`src/rtl/pc_pkg.sv`:
```
// Shared types for the PC fetch stage: FSM states, redirect-source encoding, PC width.
// PC_ALIGN_CHECK_EN (optional) enables target alignment and the MISALIGN flag.
package pc_pkg;

  localparam int PC_W = 32;

  typedef enum logic [1:0] {
    ST_BOOT,
    ST_RUN,
    ST_DRAIN,
    ST_HALTED
  } pc_state_e;

  typedef enum logic [1:0] {
    SRC_NONE,
    SRC_BR,
    SRC_JMP,
    SRC_TRAP
  } redir_src_e;

  function automatic logic [PC_W-1:0] align_pc(input logic [PC_W-1:0] a);
    return {a[PC_W-1:2], 2'b00};
  endfunction

endpackage

```
`src/rtl/pc_redirect_sel.sv`:
```
// Priority encoder (TRAP > JMP > BR) and target mux for PC redirects.
module pc_redirect_sel
  import pc_pkg::*;
#(
  parameter logic [PC_W-1:0] TRAP_VEC = 32'h0000_0080
) (
  input  logic            br_taken,
  input  logic [PC_W-1:0] br_target,
  input  logic            jmp,
  input  logic [PC_W-1:0] jmp_target,
  input  logic            trap,
  output logic            live,
  output logic [PC_W-1:0] target
);

  redir_src_e src;

  always_comb begin
    src = SRC_NONE;
    if (trap)          src = SRC_TRAP;
    else if (jmp)      src = SRC_JMP;
    else if (br_taken) src = SRC_BR;
  end

  always_comb begin
    target = '0;
    case (src)
      SRC_TRAP: target = TRAP_VEC;
      SRC_JMP:  target = jmp_target;
      SRC_BR:   target = br_target;
      default:  target = '0;
    endcase
  end

  assign live = (src != SRC_NONE);

endmodule

```
`src/rtl/pc_fetch_unit.sv`:
```
// PC stage: holds the PC, owns the fetch handshake, pending-redirect buffer and halt control.
// Optional PC_ALIGN_CHECK_EN forces word-aligned targets and adds a sticky MISALIGN output.
module pc_fetch_unit
  import pc_pkg::*;
#(
  parameter logic [PC_W-1:0] RESET_PC = 32'h0000_0000,
  parameter logic [PC_W-1:0] TRAP_VEC = 32'h0000_0080
) (
  input  logic            CLK,
  input  logic            RST_N,
  output logic [PC_W-1:0] PC_OUT,
  input  logic [PC_W-1:0] PC_PLUS4,
  output logic            FETCH_VALID,
  input  logic            FETCH_READY,
  input  logic            BR_TAKEN,
  input  logic [PC_W-1:0] BR_TARGET,
  input  logic            JMP,
  input  logic [PC_W-1:0] JMP_TARGET,
  input  logic            TRAP,
  input  logic            HALT_REQ,
  input  logic            RESUME,
  output logic            HALTED,
`ifdef PC_ALIGN_CHECK_EN
  output logic            MISALIGN,
`endif
  output logic            REDIRECT_PENDING
);

  pc_state_e       state_q, state_d;
  logic [PC_W-1:0] pc_q, pc_d;
  logic [PC_W-1:0] pend_tgt_q, pend_tgt_d;
  logic            pend_q, pend_d;
  logic            valid_q, valid_d;
  logic            halted_q, halted_d;

  logic            live;
  logic [PC_W-1:0] sel_tgt;
  logic [PC_W-1:0] redir_tgt;
  logic            hs;

  pc_redirect_sel #(.TRAP_VEC(TRAP_VEC)) u_sel (
    .br_taken  (BR_TAKEN),
    .br_target (BR_TARGET),
    .jmp       (JMP),
    .jmp_target(JMP_TARGET),
    .trap      (TRAP),
    .live      (live),
    .target    (sel_tgt)
  );

`ifdef PC_ALIGN_CHECK_EN
  logic misalign_q, misalign_d;
  assign redir_tgt  = align_pc(sel_tgt);
  assign misalign_d = misalign_q | (live & (|sel_tgt[1:0]));
  assign MISALIGN   = misalign_q;
`else
  assign redir_tgt  = sel_tgt;
`endif

  assign hs = valid_q & FETCH_READY;

  always_comb begin
    state_d    = state_q;
    pc_d       = pc_q;
    pend_d     = pend_q;
    pend_tgt_d = pend_tgt_q;
    valid_d    = valid_q;
    halted_d   = halted_q;
    case (state_q)
      ST_BOOT: begin
        if (live) pc_d = redir_tgt;
        state_d = ST_RUN;
        valid_d = 1'b1;
      end
      ST_RUN, ST_DRAIN: begin
        if (hs) begin
          // A live redirect outranks an older buffered one.
          if (live)        pc_d = redir_tgt;
          else if (pend_q) pc_d = pend_tgt_q;
          else             pc_d = PC_PLUS4;
          pend_d     = 1'b0;
          pend_tgt_d = '0;
          if (HALT_REQ || state_q == ST_DRAIN) begin
            state_d  = ST_HALTED;
            valid_d  = 1'b0;
            halted_d = 1'b1;
          end
        end else begin
          if (live) begin
            pend_d     = 1'b1;
            pend_tgt_d = redir_tgt;
          end
          if (state_q == ST_RUN && HALT_REQ) state_d = ST_DRAIN;
        end
      end
      ST_HALTED: begin
        if (live) pc_d = redir_tgt;
        if (RESUME && !HALT_REQ) begin
          state_d  = ST_RUN;
          valid_d  = 1'b1;
          halted_d = 1'b0;
        end
      end
      default: state_d = ST_BOOT;
    endcase
  end

  always_ff @(posedge CLK or negedge RST_N) begin
    if (!RST_N) begin
      state_q    <= ST_BOOT;
      pc_q       <= RESET_PC;
      pend_q     <= 1'b0;
      pend_tgt_q <= '0;
      valid_q    <= 1'b0;
      halted_q   <= 1'b0;
    end else begin
      state_q    <= state_d;
      pc_q       <= pc_d;
      pend_q     <= pend_d;
      pend_tgt_q <= pend_tgt_d;
      valid_q    <= valid_d;
      halted_q   <= halted_d;
    end
  end

`ifdef PC_ALIGN_CHECK_EN
  always_ff @(posedge CLK or negedge RST_N) begin
    if (!RST_N) misalign_q <= 1'b0;
    else        misalign_q <= misalign_d;
  end
`endif

  assign PC_OUT           = pc_q;
  assign FETCH_VALID      = valid_q;
  assign HALTED           = halted_q;
  assign REDIRECT_PENDING = pend_q;

endmodule

```
`config.mk`:
```
export PLATFORM = sky130hd
export DESIGN_NAME = pc_fetch_unit
export DESIGN_NICKNAME = d
export VERILOG_FILES = /design/src/rtl/pc_pkg.sv /design/src/rtl/pc_redirect_sel.sv /design/src/rtl/pc_fetch_unit.sv
export SDC_FILE = /design/constraint.sdc
export NUM_CORES = 1
export LEC_CHECK = 0
export CAP_MARGIN = 0
export CORE_ASPECT_RATIO = 0.5
export CORE_MARGIN = 2
export CORE_UTILIZATION = 40
export CTS_BUF_LIST = sky130_fd_sc_hd__clkbuf_8
export DETAILED_ROUTE_END_ITERATION = 16
export PLACE_DENSITY = 0.77
export SLEW_MARGIN = 25
export SYNTH_ARGS = -nofsm -noshare
export SYNTH_HDL_FRONTEND = slang
export SYNTH_SLANG_ARGS = --single-unit
```
`constraint.sdc`:
```
create_clock -name CLK -period 2.3 [get_ports CLK]
set_input_delay 0.46 -clock CLK [delete_from_list [all_inputs] [get_ports CLK]]
set_output_delay 0.46 -clock CLK [all_outputs]
set_load 0.02 [all_outputs]
```
==> results.json, run 1 <==
{
  "place_area_sq_mm": 0.00549,
  "synth_edf_count": 0,
  "chipWidth_um": 144,
  "wirelength_um": 11600,
  "cts_buffers": 9,
  "period_share_pct": 93.0,
  "synthToLayoutAreaGrowth_pct": 45.8,
  "core_sq_mm": 0.00948,
  "antenna_found_initial": 0,
  "design_area_sq_mm": 0.00570,
  "tns_ns": 0,
  "syn_inst": 364,
  "max_stage_delay_ns": 0.55,
  "synth.most_common_cell": "dfrtp_1",
  "hold_slack_ns": 0.117,
  "cellPowerDensity_mw_per_mm2": 1150,
  "synth_top_area_share_pct": 44.2,
  "rsz0062_at_grt": "no",
  "required_ns": 2.52,
  "avgSynthCellArea_sq_um": 10.7,
  "cp_slowest_cell": "or4b_1",
  "hold_viol": 0,
  "synthTopCellsByArea": "dfrtp_1 (44%), o2bb2ai_1 (7.8%), mux2_2 (5.8%), a32oi_1 (4.3%), a41oi_1 (4.3%)",
  "crit_arrival_ns": 2.36,
  "p_switching_w": 0.00263,
  "clk_root_buffer_cell": "clkbuf_8",
  "nets": 599,
  "grt_first_pass_wirelength_um": 18400,
  "yosys_warnings": 0,
  "tightest_slew_ns": 0.627,
  "yosysUniqueCellTypes": 37,
  "num_antenna_cells": 0,
  "p_sw_share_pct": 40.3,
  "wire_per_inst_um": 18.3,
  "fmax_mhz": 468,
  "pwr-share-seq_pct": 31.8,
  "critPathKind": "reg -> reg",
  "vias": 3626,
  "clk_pin_slew_ns": 0.07,
  "worstPathCellList": "inv_1 -> ha_1 -> or4b_1 -> nand2_1 -> o31ai_1",
  "status": "completed",
  "drv_cap": 0,
  "clkPwrFrac_pct": 15.4,
  "boundaryPins": 139,
  "dp_worst_setup_slack_ns": 0.0563,
  "place.gp.congestion": 0.770,
  "fp-row-count": 25,
  "postRouteAntennaNets": 0,
  "path_buf_inv": 1,
  "grt_max_degree": 61,
  "dr.pass1.iters": 6,
  "cts_hold_buf": 0,
  "numPortBuffers": 138,
  "vdd_ir_drop_max_mv": 0.672,
  "grt_pass1_vias": 3655,
  "hold_path.class": "in -> async",
  "drive_above_1_share_pct": 15.1,
  "fin_ws_ns": 0.162,
  "p_comb_share_pct": 52.8,
  "critPathTopFamily": "simple AND/OR/NAND/NOR gates",
  "start_util_pct": 41.2,
  "drc": 0,
  "clockBufferDepth": 2,
  "setup_viol": 0,
  "cts-resized-gates": 0,
  "synthArstFlopShare_pct": 100,
  "skew_ns": 0.00660,
  "synth.net_count": 471,
  "clk_latency_ns": 0.35,
  "grt_overflow": 0,
  "cts_sinks": 69,
  "p_int_w": 0.00390,
  "vias_per_cell": 5.74,
  "cts_setup_buffers": 0,
  "drt_first_iter_violations": 242,
  "relSlewSlack_pct": 58.2,
  "start_kind": "register",
  "die_y_um": 73.9,
  "place_hpwl_um": 8010,
  "netlist_area_sq_mm": 0.00391,
  "crit_fanout": 12,
  "htreeDepth": 3,
  "dieArea_sq_mm": 0.0106,
  "ys_seq_elements": 69,
  "cts_tree": "done",
  "synth_ff_type": "dfrtp_1",
  "synth_commonest_cells": "dfrtp_1 (69), o2bb2ai_1 (35), nor2b_1 (25), nand2_1 (23), a21oi_1 (21)",
  "grtUsageTotal_pct": 22.4,
  "endpoint_kind": "register",
  "leakagePower_nw": 2.14,
  "yosysSeqAreaShare_pct": 44.2,
  "fin_crit_ns": 2.14,
  "yosys.area.top_type": "dfrtp_1",
  "slew_violations": 0
}
## placed cells by master, fill, tap and decap left out, drive strengths merged, types with 2 or more instances in the layout
| cell type | count |
|---|---|
| clkdlybuf4s50 | 137 |
| dfrtp | 69 |
| o2bb2ai | 35 |
| nor2b | 25 |
| nand2 | 23 |
| a21oi | 22 |
| buf | 22 |
| mux2 | 20 |
| a41oi | 20 |
| a32oi | 19 |
| a221oi | 14 |
| a211oi | 13 |
| a22oi | 12 |
| o21ai | 12 |
| o31ai | 12 |
| clkbuf | 10 |
| inv | 6 |
| clkinv | 4 |
| ha | 3 |
| nor3 | 2 |
| nand2b | 2 |
| nor2 | 2 |
| a21o | 2 |
| nor4b | 2 |
## worst paths after layout
kind	start	endpoint	slack, ns	depth (start not counted)
worst min register to register	pend_tgt_q[0]	pend_tgt_q[0]	0.49	1
worst max register to register	state_q[0]	PC_OUT[8]	0.16	5
max in group asynchronous	RST_N	PC_OUT[5]	1.62	2
min in group CLK	pend_tgt_q[0]	pend_tgt_q[0]	0.49	1
worst max-delay path	state_q[0]	PC_OUT[8]	0.16	5
worst min-delay path	RST_N	PC_OUT[22]	0.12	1
## registers in the layout, summed over array words and instances, names as in the netlist
name	count
PC_OUT	32
pend_tgt_q	32
HALTED	1
state_q	2
FETCH_VALID	1
REDIRECT_PENDING	1
## power by group through the flow
stage	registers (W)	logic (W)	clock network (W)
CTS	0.00208	0.00345	0.00103
detailed placement	0.00209	0.00344	0
global route	0.00214	0.00372	0.00108
finish	0.00208	0.00345	0.00100
global placement	0.00207	0.00338	0
floorplan	0.00236	0.00185	0
## worst register-to-register path: stages (launching register included)
cell and delay, ns:
dfrtp_1 0.38, inv_1 0.07, ha_1 0.45, or4b_1 0.55
nand2_1 0.40, o31ai_1 0.16
## per-layer routing
layer	share of wire, %	vias to the layer above	GRT usage (%)
met4	2.1	0	8.82
met2	49	119	37.8
met1	43	1775	28.9
met5	0	-	0
met3	5.3	26	4.30
li1	-	1706	-
## logic make-up (layout without fill, tap and decap cells)
logic type	count (synthesis)	in the layout	synth area share, %
simple gates	60	60	8.71
flops	69	69	44.2
mux	21	21	6.02
compound gates	163	163	33.6
buf+inv	48	181	6.53
fa+ha+maj	3	3	0.961
## cell type report
class	instances	area [sq um]
flip-flops and latches	69	1730
clock buffers	10	138
inverters	6	22.5
clock inverters	6	63.8
multi-input cells	247	1940
fillers	792	3780
repair buffers	159	1630
well taps	135	169
## per-stage QoR
stage,utilization (%),power [W],instances
final,60.1,0.00653,632
after CTS,60.1,0.00656,632
after floorplan,-,0.00421,364
after global placement,58.0,0.00545,616
after detailed placement,58.0,0.00553,616
after global routing,60.1,0.00694,632
Power figures use the tool's default switching activity.
==> run 2, diff against run 1 <==
PLACE_DENSITY = 0.79   (was 0.77)
clock period = 1.75 ns   (was 2.3 ns; I/O delays follow)
==> run 2 against run 1 <==
Against the previous run: the run now ends with setup timing left; largest cell class unchanged; flip-flop and latch count unchanged; sequential share of layout area decreased by 1.3 points; sequential power increased by 32%; critical path type unchanged; hold slack got worse by 0.11 ns.
==> results.json, run 2 (synthesis gave the netlist of run 1 again) <==
{
  "status": "finished with violations",
  "failed_checks": "setup timing",
  "wirelength_um": 12300,
  "grt_max_degree": 70,
  "nets": 618,
  "fmax_mhz": 558,
  "num_antenna_cells": 0,
  "startpoint": "state_q[1]",
  "relSlewSlack_pct": 72.9,
  "core_sq_mm": 0.00948,
  "antenna_found_initial": 0,
  "fin_util_pct": 62.8,
  "postRouteAntennaNets": 0,
  "clk_root_buffer_cell": "clkbuf_8",
  "start_util_pct": 41.2,
  "place.gp.congestion": 0.829,
  "worstReg2RegStart": "state_q[1]",
  "required_ns": 1.97,
  "drt_first_iter_violations": 299,
  "max_stage_delay_ns": 0.49,
  "final_cell_mix": "clkdlybuf4s50_1 (133), dfrtp_1 (68), o2bb2ai_1 (35)",
  "cts_buffers": 9,
  "vias": 3764,
  "dieArea_sq_mm": 0.0106,
  "synthToLayoutAreaGrowth_pct": 52.3,
  "rsz0062_at_grt": "yes",
  "boundaryPins": 139,
  "drc": 0,
  "htreeDepth": 3,
  "vias_per_cell": 5.79,
  "clk_pin_slew_ns": 0.08,
  "dr.pass1.iters": 6,
  "numPortBuffers": 138,
  "cellPowerDensity_mw_per_mm2": 1520,
  "grt_overflow": 0,
  "period_share_pct": 102,
  "crit_fanout": 40,
  "cp_slowest_cell": "or4b_4",
  "cts_hold_buf": 0,
  "tightest_slew_ns": 0.404,
  "place_area_sq_mm": 0.00565,
  "design_area_sq_mm": 0.00595,
  "fin_ws_ns": -0.0411,
  "cts_sinks": 69,
  "final_common_cell": "clkdlybuf4s50_1",
  "hold_path.class": "in -> async",
  "setup_viol": 21,
  "r2r_slack_ns": -0.04,
  "hold_viol": 0,
  "drv_cap": 0,
  "clk_latency_ns": 0.36,
  "worstPathCellList": "ha_4 -> or4b_4 -> buf_12 -> a21oi_2 -> a41oi_1",
  "fp-row-count": 25,
  "endpoint_kind": "register",
  "grtUsageTotal_pct": 23.4,
  "grt_pass1_vias": 3779,
  "drive_above_1_share_pct": 19.8,
  "critPathTopFamily": "simple AND/OR/NAND/NOR gates",
  "slew_violations": 0,
  "path_buf_inv": 1,
  "leakagePower_nw": 2.31,
  "cts_tree": "done",
  "chipWidth_um": 144,
  "place_hpwl_um": 8320,
  "die_y_um": 73.9,
  "fin_crit_ns": 1.79,
  "wire_per_inst_um": 18.9,
  "grt_first_pass_wirelength_um": 19100,
  "start_kind": "register",
  "critPathKind": "reg -> reg",
  "vdd_ir_drop_max_mv": 0.748,
  "clockBufferDepth": 2,
  "skew_ns": 0.0120,
  "crit_arrival_ns": 2.01
}
-- run 2: power breakdown --
| group | switching [W] | total, W | internal (W) |
|---|---|---|---|
| Clock | 0.000628 | 0.00131 | 0.000682 |
| Sequential | 0.000433 | 0.00275 | 0.00232 |
| Combinational | 0.00256 | 0.00498 | 0.00243 |
-- run 2: worst reg2reg max path, delay by kind of cell (launching register included) --
family                     cells  cell delay, ns
AOI/OAI and AO/OA              2            0.25
adders and majority gates      1            0.30
buffers and inverters          1            0.20
DFF                            1            0.42
and+or+nand+nor                1            0.49
-- run 2: what timing repair did --
| item | in CTS | in global routing |
|---|---|---|
| buffers inserted | 3 | 0 |
| pin swaps | 2 | 6 |
| endpoints found under the setup margin | 32 | 65 |
| gates resized for setup | 7 | 11 |
| cloned | 2 | 0 |
-- run 2: routing by layer --
| layer | GRT usage, % | vias up | part of all wire, % |
|---|---|---|---|
| met3 | 5.02 | 27 | 6.0 |
| met2 | 39.1 | 141 | 49 |
| met1 | 30.0 | 1850 | 43 |
| met4 | 9.26 | 0 | 2.5 |
| li1 | - | 1746 | - |
| met5 | 0 | - | 0 |
-- run 2: layout make-up --
class / count / area, sq um
flip-flops and latches: 69 / 1730
clock buffers: 10 / 138
multi-input cells: 247 / 1990
well taps: 135 / 169
inverters: 6 / 22.5
clock inverters: 5 / 52.6
repair buffers: 178 / 1850
fillers: 752 / 3530
-- run 2: final timing paths --
path,to,cells after the start
min reg2reg,pend_tgt_q[0],1
min in group CLK,pend_tgt_q[0],1
max reg2reg,PC_OUT[2],5
max,PC_OUT[2],5
min,pend_tgt_q[22],2
max in group asynchronous,REDIRECT_PENDING,2
-- run 2: through the flow --
| step | worst slack (ns) | instances | total power, W | setup TNS [ns] | hold WS, ns |
|---|---|---|---|---|---|
| after CTS | -0.0392 | 650 | 0.00903 | -0.316 | 0.0171 |
| after detailed placement | -0.324 | 630 | 0.00764 | -17.29 | 0.406 |
| after global placement | -0.264 | 630 | 0.00752 | -14.47 | 0.402 |
| after floorplan | -0.0282 | 364 | 0.00555 | -0.282 | 0.0544 |
| after global routing | -0.106 | 650 | 0.00956 | -1.84 | 0.0219 |
| final | -0.0411 | 650 | 0.00904 | -0.370 | 0.00405 |
==> run 3, diff against run 2 <==
CTS_BUF_LIST = sky130_fd_sc_hd__clkbuf_4 sky130_fd_sc_hd__clkbuf_8   (was sky130_fd_sc_hd__clkbuf_8)
==> run 3 against run 2 <==
Against the previous run: the run still ends with setup timing left; hold slack got worse by 0.0013 ns; sequential power hardly changed; largest power group unchanged; clock power barely moved; critical endpoint unchanged; global-route usage stayed put; combinational power barely moved; highest routed layer unchanged; critical path depth unchanged; cell count unchanged; final area is essentially flat; sequential share of layout area hardly changed; die area stayed put.
==> results.json, run 3 (synthesis gave the netlist of run 1 again) <==
{
  "grtUsageTotal_pct": 23.4,
  "pwr-share-seq_pct": 30.4,
  "nets": 618,
  "p_switching_w": 0.00362,
  "failed_checks": "setup timing",
  "drive_above_1_share_pct": 20.0,
  "dp_worst_setup_slack_ns": -0.324,
  "hold_path.class": "in -> async",
  "dr.pass1.iters": 6,
  "p_comb_share_pct": 55.0,
  "wire_per_inst_um": 18.9,
  "cts_hold_buf": 0,
  "skew_ns": 0.0125,
  "synthToLayoutAreaGrowth_pct": 52.4,
  "fmax_mhz": 558,
  "endpoint_kind": "register",
  "drt_first_iter_violations": 299,
  "reg2reg_depth": 5,
  "crit_arrival_ns": 2.01,
  "leakagePower_nw": 2.31,
  "cts_sinks": 69,
  "setup_viol": 21,
  "postRouteAntennaNets": 0,
  "p_int_w": 0.00545,
  "wirelength_um": 12300,
  "critPathKind": "reg -> reg",
  "fillers": 750,
  "grt_first_pass_wirelength_um": 19100,
  "grt_max_degree": 70,
  "numPortBuffers": 138,
  "design_area_sq_mm": 0.00595,
  "dieArea_sq_mm": 0.0106,
  "antenna_found_initial": 0,
  "htreeDepth": 3,
  "status": "finished with violations",
  "rsz0062_at_grt": "yes",
  "clkPwrFrac_pct": 14.7,
  "clockBufferDepth": 2,
  "clk_pin_slew_ns": 0.08,
  "start_util_pct": 41.2,
  "fin_crit_ns": 1.79,
  "slew_violations": 0,
  "hold_viol": 0,
  "clk_root_buffer_cell": "clkbuf_8",
  "fin_ws_ns": -0.0411,
  "period_share_pct": 102,
  "place_area_sq_mm": 0.00565,
  "clk_latency_ns": 0.36,
  "required_ns": 1.97,
  "core_sq_mm": 0.00948,
  "chipWidth_um": 144,
  "place.gp.congestion": 0.829,
  "grt_pass1_vias": 3779,
  "drc": 0,
  "tightest_slew_ns": 0.404,
  "grt_overflow": 0,
  "final_cell_mix": "clkdlybuf4s50_1 (133), dfrtp_1 (68), o2bb2ai_1 (35)",
  "startpoint": "state_q[1]",
  "p_sw_share_pct": 39.9,
  "fp-row-count": 25,
  "drv_cap": 0,
  "worstReg2RegStart": "state_q[1]",
  "multiInputGateArea_sq_mm": 0.00199,
  "relSlewSlack_pct": 72.9,
  "start_kind": "register",
  "boundaryPins": 139,
  "vdd_ir_drop_max_mv": 0.748,
  "final_common_cell": "clkdlybuf4s50_1",
  "vias": 3751,
  "cts_tree": "done",
  "vias_per_cell": 5.77,
  "cellPowerDensity_mw_per_mm2": 1520,
  "seq_area_sq_mm": 0.00173,
  "die_y_um": 73.9,
  "place_hpwl_um": 8320,
  "crit_fanout": 40,
  "cts_buffers": 9,
  "hold_slack_ns": 0.00274,
  "num_antenna_cells": 0
}
-- run 3: final cells by class --
type	count	share of cell area, %
inverter	6	0.378
timing repair buffer	178	31.1
clock inverter	4	0.820
multi-input combinational	247	33.4
clock buffer	11	2.44
sequential	69	29.0
tap	135	2.84
-- run 3: routing by layer --
layer | GRT usage, % | vias up | part of all wire, %
met5 | 0 | - | 0
met4 | 9.26 | 0 | 2.4
met2 | 39.1 | 137 | 49
met1 | 30.0 | 1843 | 43
li1 | - | 1746 | -
met3 | 5.02 | 25 | 5.8
-- run 3: worst paths after layout --
kind                                          to  slack, ns
max in group asynchronous       REDIRECT_PENDING       1.42
min in group CLK                   pend_tgt_q[0]       0.49
worst min register to register     pend_tgt_q[0]       0.49
worst max-delay path                   PC_OUT[2]      -0.04
worst max register to register         PC_OUT[2]      -0.04
worst min-delay path              pend_tgt_q[22]      0.003
-- run 3: repair_timing --
| action | CTS | global route |
|---|---|---|
| gates cloned | 2 | 0 |
| pin swaps | 2 | 6 |
| resized for setup | 7 | 11 |
| buffers inserted | 3 | 0 |
| setup endpoints to repair | 32 | 65 |
-- run 3: power groups by stage --
stage | clock network, W | logic (W) | registers [W]
5_1_grt | 0.00141 | 0.00534 | 0.00283
4_1_cts | 0.00134 | 0.00497 | 0.00274
6_report | 0.00133 | 0.00498 | 0.00275
2_1_floorplan | 0 | 0.00244 | 0.00311
3_5_place_dp | 0 | 0.00490 | 0.00275
3_3_place_gp | 0 | 0.00478 | 0.00274
-- run 3: metrics by stage --
| stage | util, % | setup TNS, ns | instances | power (W) |
|---|---|---|---|---|
| after floorplan | - | -0.282 | 364 | 0.00555 |
| after global placement | 59.6 | -14.47 | 630 | 0.00752 |
| after detailed placement | 59.6 | -17.29 | 630 | 0.00764 |
| after CTS | 62.4 | -0.316 | 650 | 0.00905 |
| after global routing | 62.8 | -1.84 | 650 | 0.00958 |
| final | 62.8 | -0.365 | 650 | 0.00907 |
-- run 3: critical path: stages (launching register included) --
cell and delay (ns):
dfrtp_1 0.42, ha_4 0.30, or4b_4 0.49, buf_12 0.20, a21oi_2 0.17, a41oi_1 0.06
==> variant, RTL diff (settings of run 3) <==
Set the package constant `PC_W` to 28 (it was 32).
--- a/src/rtl/pc_pkg.sv
+++ b/src/rtl/pc_pkg.sv
@@ -3,5 +3,5 @@
 package pc_pkg;
 
-  localparam int PC_W = 32;
+  localparam int PC_W = 28;
 
   typedef enum logic [1:0] {
Interface: changed (resized BR_TARGET, JMP_TARGET, PC_OUT and PC_PLUS4); port bits go from 139 to 123. The function was not compared with the original's and may differ.
==> variant against run 3 <==
- final area fell by 13%
- largest power group unchanged
- the flow still finishes with violations (negative setup slack)
- synthesized cell count down 17%
- largest cell class unchanged
- critical path depth decreased by 1
- die area shrank 12%
- global-route usage shrank 0.96 points
- count of clock-buffer cells in the layout grew 1
- routed wire length decreased by 18%
- cell count decreased by 13%
- sequential cell count shrank 8
- total power fell by 13%
- area after synthesis is 13% lower
- worst setup slack better by 0.039 ns
- critical path type unchanged
==> variant: results (changes against run 3) <==
| Metric | Value |
|---|---|
| Failing checks | `negative setup slack` |
| Largest net degree at the start of global routing | `44 (-37%)` |
| Setup CP Type | `reg2reg` |
| TNS Setup | `-0.00229 ns (+0.362 ns)` |
| Number of global-route vias before repair | `3292 (-13%)` |
| Slack of the critical path | `-0.00229 ns (+0.0388 ns)` |
| Max VDD drop | `704 uV (-5.8%)` |
| Leakage | `2.21 nW (-4.1%)` |
| Synth area leaders | `dfrtp_1 45%, mux2i_1 9.7%, o2bb2ai_1 7.2%` |
| Post-Layout Cell Count | `566 (-13%)` |
| Layout cell share with drive strength beyond 1 | `22.5% (+2.5 points)` |
| Detail Placement HPWL | `7.19 mm (-14%)` |
| Synth unique cells | `43 (+16%)` |
| Worst slew margin relative to its limit | `69.8% (-3.0 points)` |
| Synthesized net count | `396 (-16%)` |
| # setup viols final | `1 (-95%)` |
| Worst r2r src | `state_q[1]$_DFFE_PN0P_` |
| Crit path capture | `PC_OUT[22]$_DFFE_PN0P_` |
| DRT iter0 DRCs | `162 (-46%)` |
| First-pass iteration count of the detailed router | `4 (-2)` |
| Via density | `5.43 (-5.9%)` |
| Drt total wl | `10.1 mm (-18%)` |
| Worst hold path class | `in2async` |
| Top cells by count, synth | `61 x dfrtp_1, 33 x mux2i_1, 28 x o2bb2ai_1` |
| YS warnings | `0 (unchanged)` |
| Worst hold margin | `0.486 ns (+0.483 ns)` |
| R2R cell count | `4 (-1)` |
| GRT Resource Usage Total | `22.4% (-0.96 points)` |
| CTS H-tree lvls | `3 (unchanged)` |
| Clock Path Buffers | `2 (unchanged)` |
| Syn Inst Count | `301 (-17%)` |
| Fraction of registers with async set/reset | `100% (unchanged)` |
| Sequential cell area fraction in the yosys report | `44.8% (+0.60 points)` |
| RePlAce Congestion | `0.833 (+0.48%)` |
| Initial antenna violation count | `0 (unchanged)` |
| TritonCTS Buffers | `9 (unchanged)` |
| Crit path DAT | `1.97 ns (-0.04 ns)` |
| EDFF count, synth | `0 (unchanged)` |
| PortBufs | `122 (-12%)` |
| Clock transition at path regs | `0.07 ns` |
| Clock Latency Late Sink | `~0.35 ns` |
| CTS Root Cell | `clkbuf_8` |
| Status | `finished, violations left` |
| Worst-path fanout max | `12 (-70%)` |
| Worst Skew | `0.00567 ns (-0.00685 ns)` |
| First-pass GRT wire length | `16.5 mm (-14%)` |
| Antenna diodes | `0 (unchanged)` |
| Nets | `544 (-12%)` |
-- variant: changes by cell type after synthesis, moves of 8 or more --
cell,before,now
buf_2,19,11
clkbuf_1,15,6
dfrtp_1,69,61
a221oi_1,14,4
mux2i_1,1,33
nor2b_1,25,9
a32oi_1,19,7
a21oi_1,21,12
a41oi_1,19,1
o31ai_1,12,4
o22ai_1,0,13
-- variant: layout make-up --
| class | instances | area (um^2) |
|---|---|---|
| Tap cell | 112 | 140 |
| Sequential cell | 61 | 1530 |
| Clock inverter | 4 | 22.5 |
| Timing Repair Buffer | 164 | 1570 |
| Clock buffer | 12 | 159 |
| Inverter | 6 | 22.5 |
| Multi-Input combinational cell | 207 | 1740 |
| Fill cell | 638 | 2960 |
-- variant: power by group --
| part | total, mW | switching [mW] | internal (mW) | leakage, nW |
|---|---|---|---|---|
| Clock | 1.18 | 0.577 | 0.600 | 0.0956 |
| Sequential | 2.41 | 0.397 | 2.01 | 0.783 |
| Combinational | 4.34 | 2.09 | 2.25 | 1.34 |
| Total | 7.93 | 3.07 | 4.86 | 2.21 |
-- variant: what timing repair did --
item                       4_1_cts  5_1_grt
cloned                           0        0
gates resized for setup          4        7
hold endpoints to repair        18        0
pin swaps                        5        3
hold buffers                     1        0
setup endpoints to repair       43       31
setup buffers                    4        1
-- variant: critical path, cell delays in order (launching register included) --
cell	delay, ns
dfrtp_1	0.42
ha_4	0.33
or4b_4	0.60
nand2_2	0.18
o31ai_1	0.10
-- variant: kinds of logic after synthesis --
logic type,synth area share (%)
flops,44.8
buf+inv,5.47
fa+ha+maj,1.10
compound gates,24.5
simple gates,7.53
mux,16.6
-- variant: layer usage --
| metal | vias up | global-route usage (%) | wire length [um] |
|---|---|---|---|
| li1 | 1457 | - | - |
| met1 | 1521 | 28.2 | 4350 |
| met2 | 81 | 38.2 | 5140 |
| met3 | 14 | 5.99 | 526 |
| met4 | 0 | 6.20 | 119 |
| met5 | - | 0 | 0 |
-- variant: stage by stage --
| step | area, um^2 | setup WS, ns |
|---|---|---|
| after floorplan | 3430 | 0.00388 |
| after global placement | 4910 | -0.300 |
| after detailed placement | 4910 | -0.340 |
| after CTS | 5150 | -0.000103 |
| after global routing | 5180 | -0.0761 |
| final | 5180 | -0.00229 |
